[src/rtl/pipe_ctrl_pkg.sv]
// Shared constants for the pipeline controller: stall polarity, arbiter
// state encodings and the stall vector rows.
package pipe_ctrl_pkg;

  // Stall bit polarity as seen by the pipeline registers.
  localparam logic STOP    = 1'b1;
  localparam logic NO_STOP = 1'b0;

  // RAM port arbiter states.
  typedef logic [1:0] arb_state_t;
  localparam arb_state_t ARB_IDLE = 2'd0;
  localparam arb_state_t ARB_IF   = 2'd1;
  localparam arb_state_t ARB_MEM  = 2'd2;

  // Stall vector rows, bit0 = pc .. bit5 = wb.
  localparam logic [5:0] STALL_MEM  = 6'b011111;
  localparam logic [5:0] STALL_EX   = 6'b001111;
  localparam logic [5:0] STALL_ID   = 6'b000111;
  localparam logic [5:0] STALL_IF   = 6'b000011;
  localparam logic [5:0] STALL_NONE = 6'b000000;

  // Byte enables used for instruction fetches (always a full word).
  localparam logic [3:0] FETCH_SEL = 4'b1111;

endpackage

[src/rtl/pipe_ctrl_mem_port_arb.sv]
// Single shared RAM port arbiter. MEM wins over IF because it carries the
// older instruction. Exactly one RAM access is outstanding at a time; every
// ram_* output comes straight from a register.
//
// Handshake: ram_req_o rises with all ram_* fields and they stay frozen
// until ram_ack_i is seen high while in IF/MEM access state. The ack cycle
// ends the access; the following cycle is IDLE with a one-cycle done pulse
// and the captured read data. An ack while IDLE (including the grant
// cycle) is not part of any access and is ignored.
module mem_port_arb
  import pipe_ctrl_pkg::*;
#(
  parameter int ADDR_W = 32,
  parameter int DATA_W = 32
) (
  input  logic              clk,
  input  logic              rst_n,
  input  logic              stall_id_i,
  input  logic              branch_flag_i,
  input  logic              if_req_i,
  input  logic [ADDR_W-1:0] if_addr_i,
  output logic [DATA_W-1:0] if_rdata_o,
  output logic              if_done_o,
  input  logic              mem_req_i,
  input  logic              mem_we_i,
  input  logic [ADDR_W-1:0] mem_addr_i,
  input  logic [DATA_W-1:0] mem_wdata_i,
  input  logic [3:0]        mem_sel_i,
  output logic [DATA_W-1:0] mem_rdata_o,
  output logic              mem_done_o,
  output logic              ram_req_o,
  output logic              ram_we_o,
  output logic [ADDR_W-1:0] ram_addr_o,
  output logic [DATA_W-1:0] ram_wdata_o,
  output logic [3:0]        ram_sel_o,
  input  logic              ram_ack_i,
  input  logic [DATA_W-1:0] ram_rdata_i,
  output logic [1:0]        state_o
);

  arb_state_t        state_q, state_d;
  logic              ram_req_q, ram_req_d;
  logic              ram_we_q, ram_we_d;
  logic [ADDR_W-1:0] ram_addr_q, ram_addr_d;
  logic [DATA_W-1:0] ram_wdata_q, ram_wdata_d;
  logic [3:0]        ram_sel_q, ram_sel_d;
  logic              if_done_q, if_done_d;
  logic              mem_done_q, mem_done_d;
  logic [DATA_W-1:0] if_rdata_q, if_rdata_d;
  logic [DATA_W-1:0] mem_rdata_q, mem_rdata_d;
  logic              drop_q, drop_d;

  logic mem_elig;
  logic if_elig;
  logic if_grant;
  logic drop_set;

  // Eligibility, IF grant detection and branch-discard request.
  always_comb begin
    // A source whose done pulse is showing has just been served this cycle.
    mem_elig = mem_req_i && !mem_done_q;
    if_elig  = if_req_i && !if_done_q;
    if_grant = (state_q == ARB_IDLE) && !mem_elig && if_elig;
    // A branch only counts when ID is actually advancing.
    drop_set = branch_flag_i && (stall_id_i == NO_STOP) &&
               ((state_q == ARB_IF) || if_grant);
  end

  // Next-state logic for the arbiter FSM and its data registers.
  always_comb begin
    state_d     = state_q;
    ram_req_d   = ram_req_q;
    ram_we_d    = ram_we_q;
    ram_addr_d  = ram_addr_q;
    ram_wdata_d = ram_wdata_q;
    ram_sel_d   = ram_sel_q;
    if_done_d   = 1'b0;
    mem_done_d  = 1'b0;
    if_rdata_d  = if_rdata_q;
    mem_rdata_d = mem_rdata_q;
    drop_d      = drop_q;
    case (state_q)
      ARB_IDLE: begin
        if (mem_elig) begin
          state_d     = ARB_MEM;
          ram_req_d   = 1'b1;
          ram_we_d    = mem_we_i;
          ram_addr_d  = mem_addr_i;
          ram_wdata_d = mem_wdata_i;
          ram_sel_d   = mem_sel_i;
        end else if (if_elig) begin
          state_d     = ARB_IF;
          ram_req_d   = 1'b1;
          ram_we_d    = 1'b0;
          ram_addr_d  = if_addr_i;
          ram_wdata_d = '0;
          ram_sel_d   = FETCH_SEL;
          if (drop_set) drop_d = 1'b1;
        end
      end
      ARB_IF: begin
        if (ram_ack_i) begin
          state_d   = ARB_IDLE;
          ram_req_d = 1'b0;
          if (drop_q || drop_set) begin
            // Wrong-path fetch: swallow the word silently.
            drop_d = 1'b0;
          end else begin
            if_done_d  = 1'b1;
            if_rdata_d = ram_rdata_i;
          end
        end else if (drop_set) begin
          drop_d = 1'b1;
        end
      end
      ARB_MEM: begin
        if (ram_ack_i) begin
          state_d     = ARB_IDLE;
          ram_req_d   = 1'b0;
          mem_done_d  = 1'b1;
          mem_rdata_d = ram_rdata_i;
        end
      end
      default: begin
        state_d   = ARB_IDLE;
        ram_req_d = 1'b0;
      end
    endcase
  end

  // Arbiter state and output registers; reset abandons any access.
  always_ff @(posedge clk or negedge rst_n) begin
    if (!rst_n) begin
      state_q     <= ARB_IDLE;
      ram_req_q   <= 1'b0;
      ram_we_q    <= 1'b0;
      ram_addr_q  <= '0;
      ram_wdata_q <= '0;
      ram_sel_q   <= 4'b0000;
      if_done_q   <= 1'b0;
      mem_done_q  <= 1'b0;
      if_rdata_q  <= '0;
      mem_rdata_q <= '0;
      drop_q      <= 1'b0;
    end else begin
      state_q     <= state_d;
      ram_req_q   <= ram_req_d;
      ram_we_q    <= ram_we_d;
      ram_addr_q  <= ram_addr_d;
      ram_wdata_q <= ram_wdata_d;
      ram_sel_q   <= ram_sel_d;
      if_done_q   <= if_done_d;
      mem_done_q  <= mem_done_d;
      if_rdata_q  <= if_rdata_d;
      mem_rdata_q <= mem_rdata_d;
      drop_q      <= drop_d;
    end
  end

  assign ram_req_o   = ram_req_q;
  assign ram_we_o    = ram_we_q;
  assign ram_addr_o  = ram_addr_q;
  assign ram_wdata_o = ram_wdata_q;
  assign ram_sel_o   = ram_sel_q;
  assign if_done_o   = if_done_q;
  assign mem_done_o  = mem_done_q;
  assign if_rdata_o  = if_rdata_q;
  assign mem_rdata_o = mem_rdata_q;
  assign state_o     = state_q;

endmodule

[src/rtl/pipe_ctrl.sv]
// Pipeline controller for the 5-stage core: owns the shared RAM port
// arbiter and the stall priority encoder feeding the pipeline registers.
module pipe_ctrl
  import pipe_ctrl_pkg::*;
#(
  parameter int ADDR_W = 32,
  parameter int DATA_W = 32
) (
  input  logic              clk,
  input  logic              rst,
  input  logic              stallreq_id,
  input  logic              stallreq_ex,
  input  logic              branch_flag,
  input  logic              if_req,
  input  logic [ADDR_W-1:0] if_addr,
  output logic [DATA_W-1:0] if_rdata,
  output logic              if_done,
  input  logic              mem_req,
  input  logic              mem_we,
  input  logic [ADDR_W-1:0] mem_addr,
  input  logic [DATA_W-1:0] mem_wdata,
  input  logic [3:0]        mem_sel,
  output logic [DATA_W-1:0] mem_rdata,
  output logic              mem_done,
  output logic              ram_req,
  output logic              ram_we,
  output logic [ADDR_W-1:0] ram_addr,
  output logic [DATA_W-1:0] ram_wdata,
  output logic [3:0]        ram_sel,
  input  logic              ram_ack,
  input  logic [DATA_W-1:0] ram_rdata,
  output logic [5:0]        stall
);

  logic [5:0] stall_c;
  logic [1:0] arb_state;

  // Stall priority encoder; held at all-NoStop while reset is asserted.
  always_comb begin
    stall_c = STALL_NONE;
    if (!rst)                        stall_c = STALL_NONE;
    else if (mem_req && !mem_done)   stall_c = STALL_MEM;
    else if (stallreq_ex)            stall_c = STALL_EX;
    else if (stallreq_id)            stall_c = STALL_ID;
    else if (if_req && !if_done)     stall_c = STALL_IF;
  end

  assign stall = stall_c;

  mem_port_arb #(
    .ADDR_W(ADDR_W),
    .DATA_W(DATA_W)
  ) u_arb (
    .clk          (clk),
    .rst_n        (rst),
    .stall_id_i   (stall_c[2]),
    .branch_flag_i(branch_flag),
    .if_req_i     (if_req),
    .if_addr_i    (if_addr),
    .if_rdata_o   (if_rdata),
    .if_done_o    (if_done),
    .mem_req_i    (mem_req),
    .mem_we_i     (mem_we),
    .mem_addr_i   (mem_addr),
    .mem_wdata_i  (mem_wdata),
    .mem_sel_i    (mem_sel),
    .mem_rdata_o  (mem_rdata),
    .mem_done_o   (mem_done),
    .ram_req_o    (ram_req),
    .ram_we_o     (ram_we),
    .ram_addr_o   (ram_addr),
    .ram_wdata_o  (ram_wdata),
    .ram_sel_o    (ram_sel),
    .ram_ack_i    (ram_ack),
    .ram_rdata_i  (ram_rdata),
    .state_o      (arb_state)
  );

endmodule

[config.mk]
export PLATFORM = sky130hd
export DESIGN_NAME = pipe_ctrl
export DESIGN_NICKNAME = d
export VERILOG_FILES = /design/src/rtl/pipe_ctrl_pkg.sv /design/src/rtl/pipe_ctrl_mem_port_arb.sv /design/src/rtl/pipe_ctrl.sv
export SDC_FILE = /design/constraint.sdc
export NUM_CORES = 1
export LEC_CHECK = 0
export CAP_MARGIN = 10
export CORE_ASPECT_RATIO = 0.75
export CORE_UTILIZATION = 43
export CTS_BUF_LIST = sky130_fd_sc_hd__clkbuf_16
export DETAILED_ROUTE_END_ITERATION = 8
export HOLD_SLACK_MARGIN = 0.03
export PLACE_DENSITY = 0.86
export SETUP_SLACK_MARGIN = 0.3
export SYNTH_ARGS = -nofsm -noshare
export SYNTH_HDL_FRONTEND = slang
export SYNTH_SLANG_ARGS = --single-unit
[constraint.sdc]
create_clock -name clk -period 3.7 [get_ports clk]
set_input_delay 0.74 -clock clk [delete_from_list [all_inputs] [get_ports clk]]
set_output_delay 0.74 -clock clk [all_outputs]
set_load 0.005 [all_outputs]
== After elaboration in Yosys (flattened, before gate mapping) ==
Cells that the tools add are included.
Storage, ports and cells
  logic and storage cells: 72
  output and inout port bits: 142
  input port bits: 141
  register bits: 139
Operators by class
  bitwise gates (word level): 2
  reduce and logical (&&, ||, !) cells: 20
  muxes and demuxes: 32
  eq/ne operators: 7
Operators by type and width (number)
  32-bit two-way mux: 4
  1-bit two-way mux: 15
  4-bit two-way mux: 3
  5-bit two-way mux: 2
  2-bit two-way mux: 4
  1-bit logical AND: 6
  2-bit AND reduction: 3
  2-bit by 1-bit != test with 1-bit output (second input constant): 2
  1-bit case mux with 2 select lines: 2
  2-bit case mux with 2 select lines: 1
  4-bit AND reduction: 1
  2-bit nonzero test: 2
  1-bit zero test: 3
  3-bit two-way mux: 1
  3-bit by 1-bit != test with 1-bit output (second input constant): 1
  3-bit != test (second input constant): 1
  3-bit AND reduction: 1
  2-bit by 1-bit == test with 1-bit output (second input constant): 1
  2-bit == test (second input constant): 1
  2-bit zero test: 1
  1-bit logical OR: 2
  2-bit != test (second input constant): 1
  1-bit inverter: 2
  2-bit OR reduction: 1

== Depth between registers and ports, before layout ==
  word-level depth: 14
  depth in mapped cells: 7
  gate-level depth less buffers: 6

== Modules after synthesis ==
From an unflattened synthesis, not the netlist that was laid out.
Unflattened totals
  cells, all modules: 365
  area total of the unflattened synthesis: 5704.2 um^2
Modules (own cells, without submodules)
  mem_port_arb: cells an instance 356, instances 1, area an instance 5629.1 um^2, sequential area each 3478.3 um^2
  pipe_ctrl: cells an instance 9, instances 1, area an instance 75.1 um^2, sequential area each 0.0 um^2

== Least setup slack after synthesis ==
No wires, ideal clock.
  kind: input-to-output
  start point: input mem_req
  end point: output stall[1]
  data required time: 2.960 ns
  stages on the path: 5
  arrival time: 1.775 ns
  path buffers: 3
  path slack: 1.185 ns
  cell sequence: nand2b_1 > clkbuf_1 > clkbuf_1 > a31oi_1 > buf_4
On the way
  word-level cells in the longest chain between the ends: 3
Ends and longest elaborated chain
  from (decl): line pipe_ctrl.sv:18  | input logic mem_req,
  1-bit logical AND: line pipe_ctrl.sv:42  | else if (mem_req && !mem_done) stall_c = STALL_MEM;
  5-bit two-way mux: line pipe_ctrl.sv:42
  5-bit two-way mux: line pipe_ctrl.sv:41  | if (!rst) stall_c = STALL_NONE;
  to (decl): line pipe_ctrl.sv:32  | output logic [5:0] stall
Every way passes these cells.

== Final worst setup path ==
  start point: input if_req
  end point: output stall[0]
On the way
  word-level cells in the longest chain between the ends: 6
Ends and longest elaborated chain
  from (decl): line pipe_ctrl.sv:14  | input logic if_req,
  1-bit logical AND: line pipe_ctrl.sv:45  | else if (if_req && !if_done) stall_c = STALL_IF;
  2-bit two-way mux: line pipe_ctrl.sv:45
  3-bit two-way mux: line pipe_ctrl.sv:44  | else if (stallreq_id) stall_c = STALL_ID;
  4-bit two-way mux: line pipe_ctrl.sv:43  | else if (stallreq_ex) stall_c = STALL_EX;
  5-bit two-way mux: line pipe_ctrl.sv:42
  5-bit two-way mux: line pipe_ctrl.sv:41
Every way passes these cells.

==> run_results.csv <==
group,metric,value,unit
logic_synthesis,yosysWarningCount,0,
cts,numCtsBuffers,17,
power,power.density,836,nW/um^2
logic_synthesis,syn_inst,441,
routing,vias,4535,
routing,vias_per_cell,5.07,
cts,clock_latency,0.40,ns
setup_path,cp.buffers_inverters,2,
cts,cts_resized,0,
cts,cts_hold_buffers,0,
logic_synthesis,synth_area_leader_cell,"dfrtp_1",
routing,drt_iter0_drc,166,
cts,cts_buffer_depth,2,
logic_synthesis,yosysSeqAreaShare,0.633,
setup_path,cp-start-kind,"input pin",
global_route,antenna_found_initial,0,
setup_path,reg2regPathDepth,7,
layout,n_antenna_cell,0,
setup_path,rr_startpoint,"u_arb.state_o[1]$_DFFE_PN0P_",
power,power_frac_seq,0.358,
logic_synthesis,synth_top_family_by_area,"multiplexers",
logic_synthesis,synthAdderAreaFrac,0.00683,
setup_path,path_common_cell,"clkdlybuf4s50_1",
cts,cts_num_sinks,139,
placement,gp_congestion,0.820,
routing,drt_pass1_iterations,4,
timing,fin_crit_sh,0.848,
setup_path,required,2.96,ns
layout,most-common-layout-cells,"280 x clkdlybuf4s50_1, 139 x dfrtp_1, 69 x nand2_1, 39 x nor2_1, 35 x mux2_2",
die,core,12300,sq um
layout,mostFrequentLayoutCell,"clkdlybuf4s50_1",
logic_synthesis,synthesis.nets,585,
logic_synthesis,synth_compound_area_frac,0.115,
setup_path,path_delay_family,"buffers and inverters",
cts,root_buffer,"clkbuf_16",
logic_synthesis,synthXorXnorAreaFrac,0,
setup_path,worst-r2r-setup-slack,1.52,ns
power,leakagePower,0.00387,uW
die,start_util,0.445,
logic_synthesis,synth.distinct_cells,28,
logic_synthesis,yosysTopAreaCellShare,0.633,
power,peakVddDrop,0.396,mV
layout,areaGrowthSynthToFinish,64.5,%
power,p_comb_frac,0.411,
die,core.rowCount,35,
routing,drc_errors,0,
logic_synthesis,avgSynthCellArea,12.5,sq um
setup_path,crit_type,"input pin to output port",
timing,tns,0,ns
die,io_pins,283,
setup_path,end_kind,"output port",
placement,dp_hpwl,11300,um
timing,worstMarginPinSlew,1.12,ns
global_route,gr-usage-all-layers,0.244,
die,die_area,13200,sq um
die,chipWidth,133,um
timing,fmax,319,MHz
layout,fillers,838,
timing,hold_viol,0,
power,power.share.clock,0.231,
global_route,grt_overflow,0,
placement,dp.cells,863,
cts,path_clk_slew,0.06,ns
timing,relSlewSlack,0.253,
placement,place_area,8430,sq um
global_route,met3_usage,0.0737,
layout,nets,860,
routing,wirelength,15600,um
routing,ant_nets,0,
setup_path,cp.arrival,2.40,ns
cts,tritoncts,"yes",
global_route,met1_usage,0.282,
global_route,first_global_vias,4778,
layout,fin_area,9040,sq um
setup_path,critPathSlowestCell,"clkdlybuf4s50_1",
status,outcome,"finished, final reports clean",
timing,fin_skew,0.0102,ns
layout,drive_gt1_frac,0.109,
setup_path,slowest_delay,0.57,ns
global_route,use_met2,0.434,
timing,grt_setup_unrepaired,"false",
die,die_h,99.9,um
logic_synthesis,synthMuxAreaShare,0.131,
logic_synthesis,synth.ff_latch_count,139,
timing,slew_violations,0,
timing,fin_crit,3.14,ns
placement,portBuffers,281,
cts,cts_max_level,4,
global_route,grt_max_degree,83,
setup_path,cp_cell_sequence,"clkdlybuf4s50_1 > nand2b_1 > a31oi_1 > clkdlybuf4s50_1",
layout,final_cells,894,
logic_synthesis,synthTopCellsByArea,"dfrtp_1 63%, mux2_2 7.2%, mux2_1 5.9%, a22o_1 5.3%, nand2_1 4.7%",
routing,post_drt_wl_per_cell,17.5,um
logic_synthesis,syn_area,5500,sq um
timing,setup_violations,0,
flow_run,drv_cap,0,
power,p_switching,2230,uW
power,internal_power,5330,uW
global_route,top_usage_layer,"met2",
power,switching_share,0.295,
cts,post_cts_buffers,0,
min_path,worstHoldPathType,"input pin to async pin",
setup_path,r2r-end,"u_arb.if_rdata_o[23]$_DFFE_PN0P_",
power,total_power,7560,uW
logic_synthesis,synth-simple-area-share,0.0804,
setup_path,path_max_fanout,7,
global_route,grt_pass1_wl,24700,um
==> power groups by stage <==
stage	Sequential, uW	Combinational, uW	Clock [uW]
after global routing	2790	3340	1850
final	2700	3110	1740
after global placement	2660	3040	0
after detailed placement	2720	3130	0
after CTS	2710	3150	1780
after floorplan	2720	1090	0
==> sequential cells by signal (all words and copies together), names as in the netlist, 2 cells and up <==
register	count
u_arb.if_rdata_o	32
u_arb.mem_rdata_o	32
u_arb.ram_addr_o	32
u_arb.ram_sel_o	4
u_arb.ram_wdata_o	32
u_arb.state_o	2
==> kinds of logic after synthesis <==
| kind of cell | after synthesis |
|---|---|
| AO/OA/AOI/OAI | 83 |
| adder cells (fa/ha/maj) | 3 |
| buffers and inverters | 37 |
| flip-flops | 139 |
| multiplexers | 64 |
| other | 1 |
| AND/OR/NAND/NOR | 114 |
==> through the flow <==
step                hold slack (ns)  utilization  setup WS, ns
floorplan                     0.444            -          1.19
global placement              0.466        0.683         0.624
detailed placement            0.475        0.683         0.581
CTS                           0.490        0.732         0.576
global route                  0.505        0.732         0.507
finish                        0.482        0.732         0.563
==> cell type report <==
| cell class | instances | area, sq um | area share |
|---|---|---|---|
| well taps | 166 | 208 | 0.0230 |
| repair buffers | 289 | 2870 | 0.318 |
| flip-flops and latches | 139 | 3480 | 0.385 |
| clock inverters | 14 | 184 | 0.0203 |
| clock buffers | 17 | 425 | 0.0471 |
| inverters | 4 | 15.0 | 0.00166 |
| multi-input cells | 265 | 1850 | 0.205 |
==> worst register-to-register path: stages (launching register included) <==
cell	delay, ns
dfrtp_1	0.38
inv_1	0.10
ha_1	0.20
nand2_1	0.06
a21o_1	0.19
a311oi_4	0.26
buf_4	0.46
mux2_1	0.41
==> routing by layer <==
layer	vias up	routed length, um
met2	192	8080
li1	2089	-
met1	2236	6310
met3	18	1020
met4	0	219
met5	-	0
==> worst max path at each step <==
| stage | startpoint | endpoint | cells after the start |
|---|---|---|---|
| 6_report | if_req | stall[0] | 4 |
| 5_1_grt | if_req | stall[0] | 4 |
| 4_1_cts | if_req | stall[0] | 4 |
| 3_5_place_dp | if_req | stall[0] | 4 |
| 3_3_place_gp | if_req | stall[1] | 4 |
| 2_1_floorplan | mem_req | stall[1] | 5 |
==> cell usage after synthesis <==
master	instances
buf_1	5
dfrtp_1	139
ha_1	3
o21ai_0	2
o21bai_1	1
and2_1	1
a22o_1	33
buf_4	3
nand2b_1	2
nor2b_1	2
o211a_1	1
mux2_1	29
o22ai_1	1
buf_6	3
a31oi_1	33
o22a_1	5
a21o_1	1
nor2_1	39
clkbuf_1	17
a311oi_4	1
mux2_2	35
a21oi_1	4
a21boi_1	1
nand2_1	69
nand3_1	1
conb_1	1
inv_1	4
buf_2	5
(Power assumes the default switching activity.)
